$ cat src/rtl/ex_issue_stage.sv
// ex_issue_stage: registered operand-select and ALU-control stage feeding the 32-bit ALU.
// Define EX_ISSUE_FWD_EN to add the fwd_* ports and rs1/rs2 forwarding; default build has none.
module ex_issue_stage #(
  parameter int unsigned XLEN = 32
) (
  input  logic            clk,
  input  logic            rst,
  input  logic            flush,
  input  logic            in_valid,
  output logic            in_ready,
  input  logic [6:0]      opcode,
  input  logic [2:0]      funct3,
  input  logic            funct7_5,
  input  logic [4:0]      rs1_addr,
  input  logic [4:0]      rs2_addr,
  input  logic [XLEN-1:0] rs1_data,
  input  logic [XLEN-1:0] rs2_data,
  input  logic [XLEN-1:0] imm,
  input  logic [4:0]      rd_in,
`ifdef EX_ISSUE_FWD_EN
  input  logic            fwd_valid,
  input  logic [4:0]      fwd_rd,
  input  logic [XLEN-1:0] fwd_data,
`endif
  output logic            out_valid,
  input  logic            out_ready,
  output logic [XLEN-1:0] operandA,
  output logic [XLEN-1:0] operandB,
  output logic [3:0]      ALU_control,
  output logic [4:0]      rd_out,
  output logic            is_branch,
  output logic            branch_ne,
  output logic            illegal
);

  typedef enum logic [6:0] {
    OP_R      = 7'b0110011,
    OP_IMM    = 7'b0010011,
    OP_BRANCH = 7'b1100011
  } opcode_e;

  typedef enum logic [3:0] {
    ALU_ADD = 4'b0000,
    ALU_SUB = 4'b0001,
    ALU_AND = 4'b0010,
    ALU_OR  = 4'b0011,
    ALU_XOR = 4'b0100,
    ALU_SLL = 4'b0101,
    ALU_SRL = 4'b0110,
    ALU_SLT = 4'b0111
  } alu_e;

  logic            valid_q;
  logic [XLEN-1:0] opa_q, opa_d;
  logic [XLEN-1:0] opb_q, opb_d;
  alu_e            alu_q, alu_d;
  logic [4:0]      rd_q, rd_d;
  logic            br_q, br_d;
  logic            ne_q, ne_d;
  logic            ill_q, ill_d;

  logic [XLEN-1:0] rs1_val;
  logic [XLEN-1:0] rs2_val;
  logic            take;

`ifdef EX_ISSUE_FWD_EN
  // x0 is never forwarded; rs2 forwarding only matters where rs2 is selected below
  assign rs1_val = (fwd_valid && (fwd_rd != 5'd0) && (fwd_rd == rs1_addr)) ? fwd_data : rs1_data;
  assign rs2_val = (fwd_valid && (fwd_rd != 5'd0) && (fwd_rd == rs2_addr)) ? fwd_data : rs2_data;
`else
  logic unused_addr;
  assign unused_addr = ^{rs1_addr, rs2_addr};
  assign rs1_val     = rs1_data;
  assign rs2_val     = rs2_data;
`endif

  assign in_ready = !valid_q || out_ready;
  assign take     = in_valid && in_ready && !flush;

  always_comb begin
    alu_d = ALU_ADD;
    opa_d = '0;
    opb_d = '0;
    rd_d  = '0;
    br_d  = 1'b0;
    ne_d  = 1'b0;
    ill_d = 1'b0;
    case (opcode)
      OP_R, OP_IMM: begin
        opa_d = rs1_val;
        opb_d = (opcode == OP_R) ? rs2_val : imm;
        rd_d  = rd_in;
        case (funct3)
          3'b000: alu_d = ((opcode == OP_R) && funct7_5) ? ALU_SUB : ALU_ADD;
          3'b111: alu_d = ALU_AND;
          3'b110: alu_d = ALU_OR;
          3'b100: alu_d = ALU_XOR;
          3'b001: alu_d = ALU_SLL;
          3'b101: begin
            if (funct7_5) ill_d = 1'b1;
            else          alu_d = ALU_SRL;
          end
          3'b010: alu_d = ALU_SLT;
          default: ill_d = 1'b1;
        endcase
      end
      OP_BRANCH: begin
        opa_d = rs1_val;
        opb_d = rs2_val;
        alu_d = ALU_SUB;
        br_d  = 1'b1;
        ne_d  = funct3[0];
        if (funct3[2:1] != 2'b00) ill_d = 1'b1;
      end
      default: ill_d = 1'b1;
    endcase
    // illegal bundles carry nothing but the illegal flag
    if (ill_d) begin
      alu_d = ALU_ADD;
      opa_d = '0;
      opb_d = '0;
      rd_d  = '0;
      br_d  = 1'b0;
      ne_d  = 1'b0;
    end
  end

  always_ff @(posedge clk) begin
    if (rst) begin
      valid_q <= 1'b0;
      opa_q   <= '0;
      opb_q   <= '0;
      alu_q   <= ALU_ADD;
      rd_q    <= '0;
      br_q    <= 1'b0;
      ne_q    <= 1'b0;
      ill_q   <= 1'b0;
    end else if (flush) begin
      valid_q <= 1'b0;
    end else if (take) begin
      valid_q <= 1'b1;
      opa_q   <= opa_d;
      opb_q   <= opb_d;
      alu_q   <= alu_d;
      rd_q    <= rd_d;
      br_q    <= br_d;
      ne_q    <= ne_d;
      ill_q   <= ill_d;
    end else if (out_ready) begin
      valid_q <= 1'b0;
    end
  end

  assign out_valid   = valid_q;
  assign operandA    = opa_q;
  assign operandB    = opb_q;
  assign ALU_control = alu_q;
  assign rd_out      = rd_q;
  assign is_branch   = br_q;
  assign branch_ne   = ne_q;
  assign illegal     = ill_q;

endmodule
$ cat config.mk
export PLATFORM = sky130hd
export DESIGN_NAME = ex_issue_stage
export DESIGN_NICKNAME = d
export VERILOG_FILES = /design/src/rtl/ex_issue_stage.sv
export SDC_FILE = /design/constraint.sdc
export NUM_CORES = 1
export LEC_CHECK = 0
export BUFFER_PORTS_ARGS = -buffer_cell sky130_fd_sc_hd__buf_4
export CORE_AREA = 4 4 106 88
export DETAILED_ROUTE_END_ITERATION = 10
export DIE_AREA = 0 0 110 92
export HOLD_SLACK_MARGIN = 0.1
export PLACE_DENSITY_LB_ADDON = 0.1
export REMOVE_ABC_BUFFERS = 1
export SETUP_SLACK_MARGIN = 0.05
export SYNTH_ARGS = -nofsm -noshare
export SYNTH_HDL_FRONTEND = slang
export SYNTH_SLANG_ARGS = --single-unit
$ cat constraint.sdc
create_clock -name clk -period 1.43 [get_ports clk]
set_clock_uncertainty 0.05 [all_clocks]
set_input_delay 0.2145 -clock clk [delete_from_list [all_inputs] [get_ports clk]]
set_output_delay 0.2145 -clock clk [all_outputs]
set_load 0.005 [all_outputs]
== Word level (Yosys, flattened, before mapping) ==
Cells that the tools add are included.

* Eq/ne operators: 9
* Mux-type cells: 22
* Bitwise logic cells: 1
* Reductions and logical operators: 14

{| class="wikitable"
|+ Operators by type and width
! kind !! number
|-
| 2-to-1 mux 32 bit || 4
|-
| case mux 32 bit (2 select lines) || 1
|-
| case mux 3 bit (7 select lines) || 1
|-
| equality test 3 bit (second input constant) || 4
|-
| 2-to-1 mux 5 bit || 2
|-
| 2-to-1 mux 1 bit || 9
|-
| equality test 7 x 5 -> 1 bit (second input constant) || 1
|-
| equality test 7 x 6 -> 1 bit (second input constant) || 1
|-
| equality test 7 bit (second input constant) || 1
|-
| case mux 3 bit (2 select lines) || 1
|-
| OR reduction 6 bit || 1
|-
| 2-to-1 mux 4 bit || 1
|-
| case mux 1 bit (2 select lines) || 2
|-
| nonzero test 2 bit || 2
|-
| OR reduction 2 bit || 2
|-
| equality test 3 x 1 -> 1 bit (second input constant) || 1
|-
| equality test 3 x 2 -> 1 bit (second input constant) || 1
|-
| logical AND 1 bit || 3
|-
| zero test 3 bit || 1
|-
| 2-to-1 mux 3 bit || 1
|-
| OR reduction 3 bit || 1
|-
| zero test 1 bit || 2
|-
| AND reduction 2 bit || 1
|-
| logical OR 1 bit || 1
|-
| inverter 1 bit || 1
|}

* Flip-flop bits (word level): 77
* Input port bits: 127
* Output and inout port bits: 78

== Depth between registers and ports, before layout ==
Gate-level depths: netlist of the first run.

* Word-level depth: 6
* Mapped depth: 6

== Least setup slack after synthesis of the first run ==
OpenSTA, ideal clock, no wires.

* Path type: register to register
* Start: register valid_q, in the netlist out_valid
* End: register opa_q[10], in the netlist operandA[10]
* Setup time: 0.059 ns
* Arrival time: 1.359 ns
* Path slack: -0.037 ns
* Cell stages (with the launch flop): 6
* Path buffers: 1
* Path through: dfxtp_1 > and2b_1 > nor4_2 > o21a_4 > buf_6 > a22o_1

* Cells in the longest elaborated chain, start to end: 5

{| class="wikitable"
|+ Ends and longest elaborated chain
! item !! line !! text
|-
| start, declared || 53 || <nowiki>logic valid_q;</nowiki>
|-
| start signal, assigned || 130 || <nowiki>valid_q <= 1'b0;</nowiki>
|-
| start signal, assigned || 139 || <nowiki>valid_q <= 1'b0;</nowiki>
|-
| start signal, assigned || 141 || <nowiki>valid_q <= 1'b1;</nowiki>
|-
| zero test 1 bit || 77 || <nowiki>assign in_ready = !valid_q || out_ready;</nowiki>
|-
| logical OR 1 bit || 77 ||
|-
| logical AND 1 bit (2 in a row) || 78 || <nowiki>assign take = in_valid && in_ready && !flush;</nowiki>
|-
| AND reduction 2 bit (no line) || n/a ||
|-
| end signal, assigned || 142 || <nowiki>opa_q <= opa_d;</nowiki>
|-
| end, declared || 54 || <nowiki>logic [XLEN-1:0] opa_q, opa_d;</nowiki>
|}

No other way between the ends.
A chain may end at the register's enable or synchronous reset.

== Worst setup path after layout of the first run ==
* Start: register valid_q, in the netlist out_valid
* End: register opa_q[13], in the netlist operandA[13]

Same word-level chain as after synthesis.

==> results.yml, run 1 <==
drt:
  wirelength_mm: 10.8
  vias: 3373
  drt-initial-drc-count: 119
  drc: 0
  dr.pass1.iters: 4
  wl_per_cell_um: 15.8
  via_per_inst: 4.91
  ant_nets: 0
synth:
  synth_compound_area_share_pct: 29.6
  synth-seq-cells: 76
  avgSynthCellArea_um2: 10.2
  synth_top_family_by_area: "compound AO/OA/AOI/OAI gates"
  synth_xor_area_share_pct: 0
  yosysSeqAreaShare_pct: 51.1
  synthCells: 292
  synthMuxAreaShare_pct: 4.12
  yosysUniqueCellTypes: 40
  yosysWarningCount: 0
  synth_fa_ha_area_share_pct: 0
  synthFlopType: "dfxtp_1"
  netlist_area_um2: 2980
  yosys.area_share.simple_pct: 9.87
  synth_edf_count: 0
  synthArstFlopShare_pct: 0
global_routing:
  antenna_found_initial: 0
  overflow: 0
  grt_max_degree: 40
  grtUsageTotal_pct: 20.3
  grt_pass1_wl_mm: 16.5
  first_global_vias: 3415
cts:
  clockBufferDepth: 2
  clock_latency_ps: 340
  cts_tree: "done"
  root_buffer: "clkbuf_8"
  clk_pin_slew_ps: 90
  cts_made_buffers: 9
  htree_levels: 3
  cts_sinks: 76
hold_path:
  hold_class: "in -> reg"
worst_setup_path:
  max_stage_delay_ps: 330
  worst_setup_path_end_kind: "flop"
  crit_chain: "and2b_1 > buf_4 > inv_4 > a21oi_4 > buf_12 > clkbuf_16 > a22o_1"
  path_class: "reg -> reg"
  critPathBufInv: 4
  cp.arrival_ps: 1690
  start_kind: "flop"
  crit_fanout: 19
  cp.required_ps: 1610
  slowest_stage: "dfxtp_2"
  crit_family: "buffers and inverters"
sta:
  fin_crit_sh_pct: 106
  slew_viol_final: 0
  postLayoutSetupSlackWorst_ps: -84.4
  hold_viol: 0
  fmax_mhz: 660
  finalCriticalPeriod_ps: 1510
  setup_viol: 53
  rsz0062_at_grt: "true"
pwr:
  irDropWorstVdd_v: 0.000474
  p_leak_nw: 2.56
  power_w: 0.00466
  power_density_nw_per_um2: 807
outcome:
  violations: "negative setup slack"
  outcome: "finished with violations"
die:
  die_h_um: 92
  num_io_pins: 205
  fp.coreArea_um2: 8300
  row_count: 30
  fp.dieW_um: 110
  dieArea_um2: 10100
  start_util_pct: 35.9
cells_and_area:
  final_util_pct: 69.6
  syn2layout_area_growth_pct: 93.9
  fillerInstances: 640
  antennaDiodeCount: 0
  drive_gt1_share_pct: 47.3
  nets: 697
placed_design:
  dp_hpwl_mm: 7.01
  io_buffers: 193
  gp_congestion: 0.753
run:
  max-cap-violations: 0
==> cell usage in the layout (no fill, tap or decap), types with 2 or more instances in the layout <==
| cell | Yosys | final |
|---|---|---|
| a22o_1 | 38 | 38 |
| nor3_1 | 3 | 3 |
| buf_12 | 0 | 9 |
| nand2_1 | 27 | 27 |
| a32oi_1 | 11 | 11 |
| a22oi_1 | 22 | 22 |
| buf_6 | 3 | 5 |
| inv_1 | 2 | 2 |
| dfxtp_1 | 76 | 75 |
| clkbuf_16 | 0 | 2 |
| a21oi_1 | 14 | 14 |
| o21ai_0 | 2 | 2 |
| nand3_1 | 10 | 10 |
| bufinv_16 | 0 | 2 |
| dlygate4sd3_1 | 0 | 64 |
| clkbuf_8 | 0 | 9 |
| clkinvlp_4 | 0 | 3 |
| buf_4 | 4 | 214 |
| nor2_1 | 4 | 4 |
| o21ai_1 | 22 | 16 |
| nand2b_1 | 3 | 3 |
| o21ai_2 | 1 | 7 |
| mux2_2 | 10 | 10 |
==> worst register-to-register path, stage by stage, from the launching register on <==
cell and delay [ps]:
dfxtp_2 330, and2b_1 170, buf_4 160, inv_4 70, a21oi_4 60, buf_12 140, clkbuf_16 180, a22o_1 240
==> through the flow <==
stage	TNS (ps)	area [um^2]	std cells	setup WS [ps]	hold slack, ps
after floorplan	-59500	2840	265	-932	234
after global placement	-3390	4780	602	-96.1	351
after detailed placement	-3530	4780	602	-94.7	364
after CTS	-1030	5680	683	-45.1	101
after global routing	-7790	5780	687	-138	104
final	-2580	5780	687	-84.4	116
==> cell families after synthesis <==
| kind of cell | count (synthesis) |
|---|---|
| buffers and inverters | 30 |
| DFF | 76 |
| AOI/OAI and AO/OA | 118 |
| other | 1 |
| muxes | 11 |
| and+or+nand+nor | 56 |
==> layer usage <==
metal	wire, um	global-route usage [%]	share of wire [%]	vias to the layer above
met5	0	0	0	-
met4	189	5.92	1.7	0
met3	848	6.47	7.8	20
met2	5420	35.3	50	135
met1	4390	23.6	40	1566
li1	-	-	-	1652
==> cells in the mapped netlist (all sizes together), types with 2 or more instances <==
| master | number | area [um^2] |
|---|---|---|
| nand2b | 3 | 18.8 |
| o21a | 2 | 22.5 |
| inv | 3 | 11.3 |
| nand2 | 27 | 101 |
| mux2 | 10 | 113 |
| clkbuf | 15 | 56.3 |
| a32oi | 11 | 96.3 |
| a22o | 38 | 333 |
| nor3 | 4 | 25.0 |
| o21ai | 25 | 129 |
| nand3 | 10 | 50.1 |
| nor2 | 4 | 15.0 |
| a22oi | 22 | 165 |
| dfxtp | 76 | 1520 |
| buf | 12 | 87.6 |
| a21oi | 15 | 78.8 |
==> worst paths after layout <==
path | startpoint | endpoint | slack [ps] | depth (start not counted)
worst max-delay path | out_valid$_SDFFE_PP0P_ | operandA[13]$_SDFFE_PP0P_ | -80 | 7
worst min-delay path | imm[16] | operandB[16]$_SDFFE_PP0P_ | 120 | 3
worst min register to register | operandB[17]$_SDFFE_PP0P_ | operandB[17]$_SDFFE_PP0P_ | 400 | 2
worst max register to register | out_valid$_SDFFE_PP0P_ | operandA[13]$_SDFFE_PP0P_ | -80 | 7
==> repair_timing <==
action,4_1_cts,5_1_grt
cloned,1,3
endpoints found under the setup margin,75,76
pin swaps,1,2
buffers inserted,0,1
hold endpoints to repair,55,0
gates resized for setup,12,5
hold buffers,64,0
==> cell type report <==
type	count	area, um^2	share of cell area [%]
Clock buffer	9	124	2.14
Clock inverter	7	100	1.73
Inverter	3	13.8	0.238
Multi-Input combinational cell	186	1340	23.2
Sequential cell	76	1520	26.4
Tap cell	112	140	2.43
Timing Repair Buffer	294	2530	43.9
==> sequential cells by signal, summed over array words and instances, names as in the netlist <==
register / cells
operandB: 32
illegal: 1
rd_out: 5
operandA: 32
branch_ne: 1
ALU_control: 3
is_branch: 1
out_valid: 1
==> where the power goes <==
part           switching [W]  internal [W]
registers         0.00000334       0.00212
logic               0.000261      0.000471
clock network       0.000816      0.000991
No activity file was read; power rests on OpenSTA's default activity.
==> inputs of run 2 (changes only) <==
--- a/config.mk
+++ b/config.mk
@@ -5,12 +5,13 @@
 export SDC_FILE = /design/constraint.sdc
 export NUM_CORES = 1
 export LEC_CHECK = 0
+export ABC_AREA = 1
 export BUFFER_PORTS_ARGS = -buffer_cell sky130_fd_sc_hd__buf_4
-export CORE_AREA = 4 4 106 88
+export CORE_AREA = 4 4 110 91
 export DETAILED_ROUTE_END_ITERATION = 10
-export DIE_AREA = 0 0 110 92
+export DIE_AREA = 0 0 114 95
 export HOLD_SLACK_MARGIN = 0.1
-export PLACE_DENSITY_LB_ADDON = 0.1
+export PLACE_DENSITY = 0.75
 export REMOVE_ABC_BUFFERS = 1
 export SETUP_SLACK_MARGIN = 0.05
 export SYNTH_ARGS = -nofsm -noshare
==> run 2 against run 1 <==
  * The flow still finishes with violations (negative setup slack)
  * Final cell count up 28%
  * Count of clock-buffer cells in the layout up 1
  * Wire length up 15%
  * Synthesized area up 14%
  * Setup slack better by 32 ps
  * Fmax up 2.2%
  * Die area up 7.0%
  * Cell area up 4.2%
  * Register-to-register slack better by 30 ps
  * Non-clock buffer count down 34
  * Combinational power down 22%
  * Sequential share of layout area down 1.1 points
  * Largest cell class unchanged
==> results.yml, run 2 <==
outcome:
  outcome: "finished with violations"
  violations: "negative setup slack"
cts:
  clockBufferDepth: 2
  cts_tree: "done"
  cts_made_buffers: 9
  htree_levels: 3
  clk_pin_slew_ps: 60
  clock_latency_ps: 330
  cts_sinks: 76
  root_buffer: "clkbuf_16"
global_routing:
  grt_max_degree: 60
  grt_pass1_wl_mm: 19.0
  antenna_found_initial: 0
  grtUsageTotal_pct: 22.0
  first_global_vias: 4015
  overflow: 0
synth:
  yosys.area.top_type_share_pct: 44.6
  ys_top_cells_by_count: "nand2_1, dfxtp_1, a21oi_1"
  synth-seq-cells: 76
  netlist_area_um2: 3410
  yosysUniqueCellTypes: 21
  synth_largest_area_cell: "dfxtp_1"
  yosysWarningCount: 0
  synth_area_leaders: "dfxtp_1, nand2_1, a21oi_1, nand3_1, inv_1"
  synth.most_common_cell: "nand2_1"
  synthCells: 518
  synthArstFlopShare_pct: 0
  yosysSeqAreaShare_pct: 44.6
  synthFlopType: "dfxtp_1"
  avgSynthCellArea_um2: 6.58
  synth_edf_count: 0
cells_and_area:
  nets: 883
  syn2layout_area_growth_pct: 76.6
  stdcell_area_um2: 6020
  drive_gt1_share_pct: 35.0
  multi_input_area_um2: 1690
  seqCellArea_um2: 1520
  antennaDiodeCount: 0
  layout_commonest_cell: "nand2_1"
  final_cell_mix: "nand2_1, buf_4, dfxtp_1"
  fillerInstances: 744
worst_setup_path:
  startpoint: "out_valid$_SDFFE_PP0P_"
  rrSetupSlack_ps: -50
  crit_family: "simple AND/OR/NAND/NOR gates"
  critPathBufInv: 4
  r2r_cells: 9
  slowest_stage: "dfxtp_2"
  start_kind: "flop"
  crit_chain: "inv_2 > nor2_2 > nor3_4 > inv_2 > nor2_4 > buf_4 > buf_12 > nand2_1 > a21oi_2"
  crit_end: "operandA[5]$_SDFFE_PP0P_"
  cp.required_ps: 1640
  worst_setup_path_end_kind: "flop"
  path_class: "reg -> reg"
  cpMostUsedCell: "inv_2"
  timing.rr.end: "operandA[5]$_SDFFE_PP0P_"
  reg2reg_from: "out_valid$_SDFFE_PP0P_"
  cp.arrival_ps: 1690
  cp.depth: 9
  max_stage_delay_ps: 320
  crit_fanout: 11
sta:
  slew_viol_final: 0
  postLayoutSetupSlackWorst_ps: -52.4
  fin_crit_sh_pct: 104
  setup_viol: 24
  fmax_mhz: 675
  rsz0062_at_grt: "true"
  finalCriticalPeriod_ps: 1480
  hold_viol: 0
run:
  max-cap-violations: 0
pwr:
  power_w: 0.00550
  seqPwrFrac_pct: 38.7
  irDropWorstVdd_v: 0.000760
  switchingPower_w: 0.00110
  pwr-share-comb_pct: 10.4
  power_density_nw_per_um2: 913
  p_leak_nw: 2.81
  p_sw_share_pct: 20.1
  p_int_w: 0.00439
  clkPwrFrac_pct: 50.9
drt:
  drt-initial-drc-count: 244
  wirelength_mm: 12.5
  dr.pass1.iters: 5
  via_per_inst: 4.79
  wl_per_cell_um: 14.3
  ant_nets: 0
  drc: 0
  vias: 4193
die:
  start_util_pct: 38.2
  row_count: 31
  fp.dieW_um: 114
  die_h_um: 95
  fp.coreArea_um2: 8920
  num_io_pins: 205
  dieArea_um2: 10800
placed_design:
  dp_hpwl_mm: 8.26
  gp_congestion: 0.797
  io_buffers: 193
  placed_cell_area_um2: 5070
hold_path:
  hold_class: "in -> reg"
  min-delay-start: "rs1_data[13]"
-- run 2: changes by cell type after synthesis, moves of 4 or more --
cell      delta
a22o_1      -38
a21oi_1     +61
nand3_1     +15
a32oi_1     -11
nand2_1    +226
mux2_2      -10
buf_2        +8
nand3b_1     +8
inv_1       +23
a22oi_1     -22
o21ai_1     -21
nor2_1       +4
-- run 2: worst min-delay path by stage --
stage	end	slack [ps]	cells past startpoint
finish	operandA[13]$_SDFFE_PP0P_	130	3
floorplan	ALU_control[1]$_SDFFE_PP0P_	230	1
global placement	out_valid$_SDFFE_PP0P_	350	2
CTS	operandA[13]$_SDFFE_PP0P_	120	3
global route	operandA[13]$_SDFFE_PP0P_	130	3
detailed placement	out_valid$_SDFFE_PP0P_	350	2
-- run 2: area by class of cell --
cell class	count	area share, %
inverter	27	1.72
sequential	76	25.3
multi-input combinational	382	28.0
timing repair buffer	260	36.4
clock inverter	6	2.24
tap	115	2.39
clock buffer	10	3.97
-- run 2: per-layer routing --
metal | vias to the layer above | track usage, % | share of wire [%]
met5 | - | 0 | 0
met3 | 14 | 5.89 | 7.8
met4 | 0 | 7.12 | 1.2
met1 | 1897 | 26.4 | 40
li1 | 2100 | - | -
met2 | 182 | 38.4 | 51
-- run 2: cells by family (layout without fill, tap and decap cells) --
group,after synthesis,count (layout),share of synthesized area [%]
AOI/OAI and AO/OA,79,79,11.7
buffers and inverters,60,303,7.71
DFF,76,76,44.6
other,1,1,0.110
and+or+nand+nor,302,302,35.9
-- run 2: timing repair --
| item | 4_1_cts | 5_1_grt |
|---|---|---|
| resized for setup | 25 | 7 |
| setup buffers | 5 | 1 |
| pin swaps | 1 | 0 |
| hold endpoints to repair | 37 | 0 |
| endpoints found under the setup margin | 65 | 75 |
| hold buffers | 37 | 0 |
| cloned | 3 | 0 |
-- run 2: power groups by stage --
stage | clock network, W | logic, W | registers [W]
5_1_grt | 0.00294 | 0.000616 | 0.00213
6_report | 0.00280 | 0.000573 | 0.00213
3_5_place_dp | 0 | 0.000465 | 0.00217
4_1_cts | 0.00285 | 0.000567 | 0.00213
3_3_place_gp | 0 | 0.000459 | 0.00217
2_1_floorplan | 0 | 0.0000998 | 0.00217
-- run 2: tightest hold or removal path: cells and delay by family --
kind / cells / cell delay, ps
AND/OR/NAND/NOR: 1 / 70
buffers and inverters: 1 / 120
AO/OA/AOI/OAI: 1 / 60
-- run 2: metrics by stage --
step           utilization (%)  TNS, ps  hold slack, ps  std cells  worst slack (ps)
2_1_floorplan                -   -67350             234        485             -1150
3_3_place_gp              56.8    -6750             349        815              -145
3_5_place_dp              56.8   -10900             355        815              -216
4_1_cts                   67.3     -145             117        876             -12.2
5_1_grt                   67.5    -4390             132        876              -117
6_report                  67.5     -298             130        876             -52.4
==> inputs of run 3 (changes only) <==
--- a/config.mk
+++ b/config.mk
@@ -7,10 +7,10 @@
 export LEC_CHECK = 0
 export ABC_AREA = 1
 export BUFFER_PORTS_ARGS = -buffer_cell sky130_fd_sc_hd__buf_4
-export CORE_AREA = 4 4 110 91
+export CORE_AREA = 2 2 108 89
 export DETAILED_ROUTE_END_ITERATION = 10
-export DIE_AREA = 0 0 114 95
-export HOLD_SLACK_MARGIN = 0.1
+export DIE_AREA = 0 0 110 91
+export HOLD_SLACK_MARGIN = 0.15
 export PLACE_DENSITY = 0.75
 export REMOVE_ABC_BUFFERS = 1
 export SETUP_SLACK_MARGIN = 0.05
==> run 3 against run 2 <==
  * First-iteration DRC count fell by 14%
  * The flow still finishes with violations (negative setup slack)
  * Total power decreased by 21%
  * Clock power fell by 45%
  * Global-route usage increased by 1.9 points
  * Critical path type unchanged
  * Largest power group is now sequential cells
  * Sequential power about the same
==> results.yml, run 3 (synthesis gave the netlist of run 2 again) <==
sta:
  setup_viol: 22
  fmax_mhz: 658
  rsz0062_at_grt: "true"
  tightest_slew_ps: 533
  postLayoutSetupSlackWorst_ps: -90.9
  slew_viol_final: 0
  hold_viol: 0
  fin_crit_sh_pct: 106
  finalCriticalPeriod_ps: 1520
  max_slew_margin_pct: 64.5
pwr:
  irDropWorstVdd_v: 0.000397
  switchingPower_w: 0.00116
  p_leak_nw: 3.13
  p_sw_share_pct: 26.8
  pwr-share-comb_pct: 15.4
  p_int_w: 0.00318
  clkPwrFrac_pct: 35.7
  seqPwrFrac_pct: 48.9
  power_density_nw_per_um2: 676
placed_design:
  dp_hpwl_mm: 7.79
  placed_cell_area_um2: 5130
  dp_slack_ps: -145
  dp.cells: 820
  gp_congestion: 0.893
  io_buffers: 193
cts:
  clock_latency_ps: 340
  cts_made_buffers: 9
  clockBufferDepth: 2
  htree_levels: 3
  cts_tree: "done"
  root_buffer: "clkbuf_8"
  cts_hold_buf: 39
  clk_pin_slew_ps: 90
  cts_sinks: 76
worst_setup_path:
  max_stage_delay_ps: 330
  worst_setup_path_end_kind: "flop"
  cp.arrival_ps: 1730
  crit_family: "buffers and inverters"
  critPathBufInv: 4
  rrSetupSlack_ps: -90
  start_kind: "flop"
  slowest_stage: "dfxtp_2"
  crit_chain: "inv_2 > nor2_4 > nor3_4 > inv_2 > nor2_4 > buf_12 > clkbuf_16 > nand2_1 > a21oi_1"
  reg2reg_from: "out_valid$_SDFFE_PP0P_"
  cp.required_ps: 1640
  timing.rr.end: "operandA[13]$_SDFFE_PP0P_"
  path_class: "reg -> reg"
  cp.depth: 9
  crit_fanout: 6
  r2r_cells: 9
global_routing:
  first_global_vias: 4030
  antenna_found_initial: 1
  grt_max_degree: 39
  overflow: 0
  grtUsageTotal_pct: 23.8
  grt_pass1_wl_mm: 18.7
cells_and_area:
  drive_gt1_share_pct: 43.3
  nets: 898
  syn2layout_area_growth_pct: 88.4
  final_util_pct: 72.3
  fillerInstances: 702
  layout_commonest_cell: "nand2_1"
  final_cell_mix: "nand2_1, buf_4, dfxtp_1"
  stdcell_area_um2: 6420
  layoutNonFillerInstCount: 892
die:
  num_io_pins: 205
  die_h_um: 91
  start_util_pct: 38.4
  fp.coreArea_um2: 8880
  row_count: 31
  fp.dieW_um: 110
  dieArea_um2: 10000
drt:
  drc: 0
  drt-initial-drc-count: 209
  wl_per_cell_um: 14.9
  ant_nets: 0
  vias: 4276
  wirelength_mm: 13.3
  via_per_inst: 4.79
  dr.pass1.iters: 5
hold_path:
  whs_path_depth: 4
  min_to: "out_valid$_SDFFE_PP0P_"
  hold_class: "in -> reg"
  min-delay-start: "out_ready"
run:
  max-cap-violations: 0
outcome:
  outcome: "finished with violations"
  violations: "negative setup slack"
-- run 3: changes by cell type in the layout (fill, tap and decap cells not counted), moves of 4 or more --
cell	before	now
nand2_1	243	217
nand2_4	0	19
clkbuf_8	1	9
bufinv_16	4	0
a21oi_1	72	41
a21oi_2	3	34
nand2_2	11	18
-- run 3: worst max path at each step --
stage / from / endpoint / slack, ps
floorplan: out_valid$_SDFFE_PP0P_ / illegal$_SDFFE_PP0P_ / -1150
global placement: opcode[2] / operandB[13]$_SDFFE_PP0P_ / -100
detailed placement: opcode[2] / ALU_control[0]$_SDFFE_PP0P_ / -140
CTS: out_valid$_SDFFE_PP0P_ / operandA[11]$_SDFFE_PP0P_ / -10
global route: out_valid$_SDFFE_PP0P_ / operandA[13]$_SDFFE_PP0P_ / -110
finish: out_valid$_SDFFE_PP0P_ / operandA[13]$_SDFFE_PP0P_ / -90
-- run 3: layer usage --
| layer | routed length, um | vias up | global-route usage, % |
|---|---|---|---|
| met4 | 250 | 0 | 8.54 |
| met3 | 888 | 20 | 6.46 |
| li1 | - | 2138 | - |
| met1 | 5450 | 1952 | 27.8 |
| met5 | 0 | - | 0 |
| met2 | 6740 | 166 | 41.3 |
-- run 3: per-stage QoR --
step | total power, W | hold slack (ps) | setup TNS [ps]
final | 0.00434 | 119 | -380
after global routing | 0.00453 | 126 | -2750
after CTS | 0.00433 | 90.3 | -59.4
after detailed placement | 0.00264 | 352 | -5620
after global placement | 0.00264 | 348 | -3430
after floorplan | 0.00227 | 234 | -67350
-- run 3: power by group through the flow --
stage,combinational (W),clock [W],sequential [W]
finish,0.000667,0.00155,0.00212
global route,0.000714,0.00169,0.00212
CTS,0.000613,0.00159,0.00212
detailed placement,0.000470,0,0.00217
global placement,0.000467,0,0.00217
floorplan,0.0000998,0,0.00217
-- run 3: repair_timing --
action / in CTS / in global routing
hold endpoints to repair: 44 / 1
cloned: 5 / 6
endpoints found under the setup margin: 64 / 76
pin swaps: 12 / 21
buffers inserted: 4 / 1
gates resized for setup: 45 / 64
-- run 3: final cells by class --
type / count / area, um^2 / share of cell area, %
inverters: 27 / 104 / 1.62
clock inverters: 7 / 57.6 / 0.896
diodes: 1 / 2.50 / 0.0390
flip-flops and latches: 76 / 1520 / 23.7
clock buffers: 9 / 124 / 1.93
well taps: 115 / 144 / 2.24
repair buffers: 275 / 2500 / 39.0
multi-input cells: 382 / 1970 / 30.6
-- run 3: tightest hold or removal path, delay by kind of cell --
kind                   cells  cell delay, ps
AND/OR/NAND/NOR            1              40
AO/OA/AOI/OAI              1              60
buffers and inverters      2             150
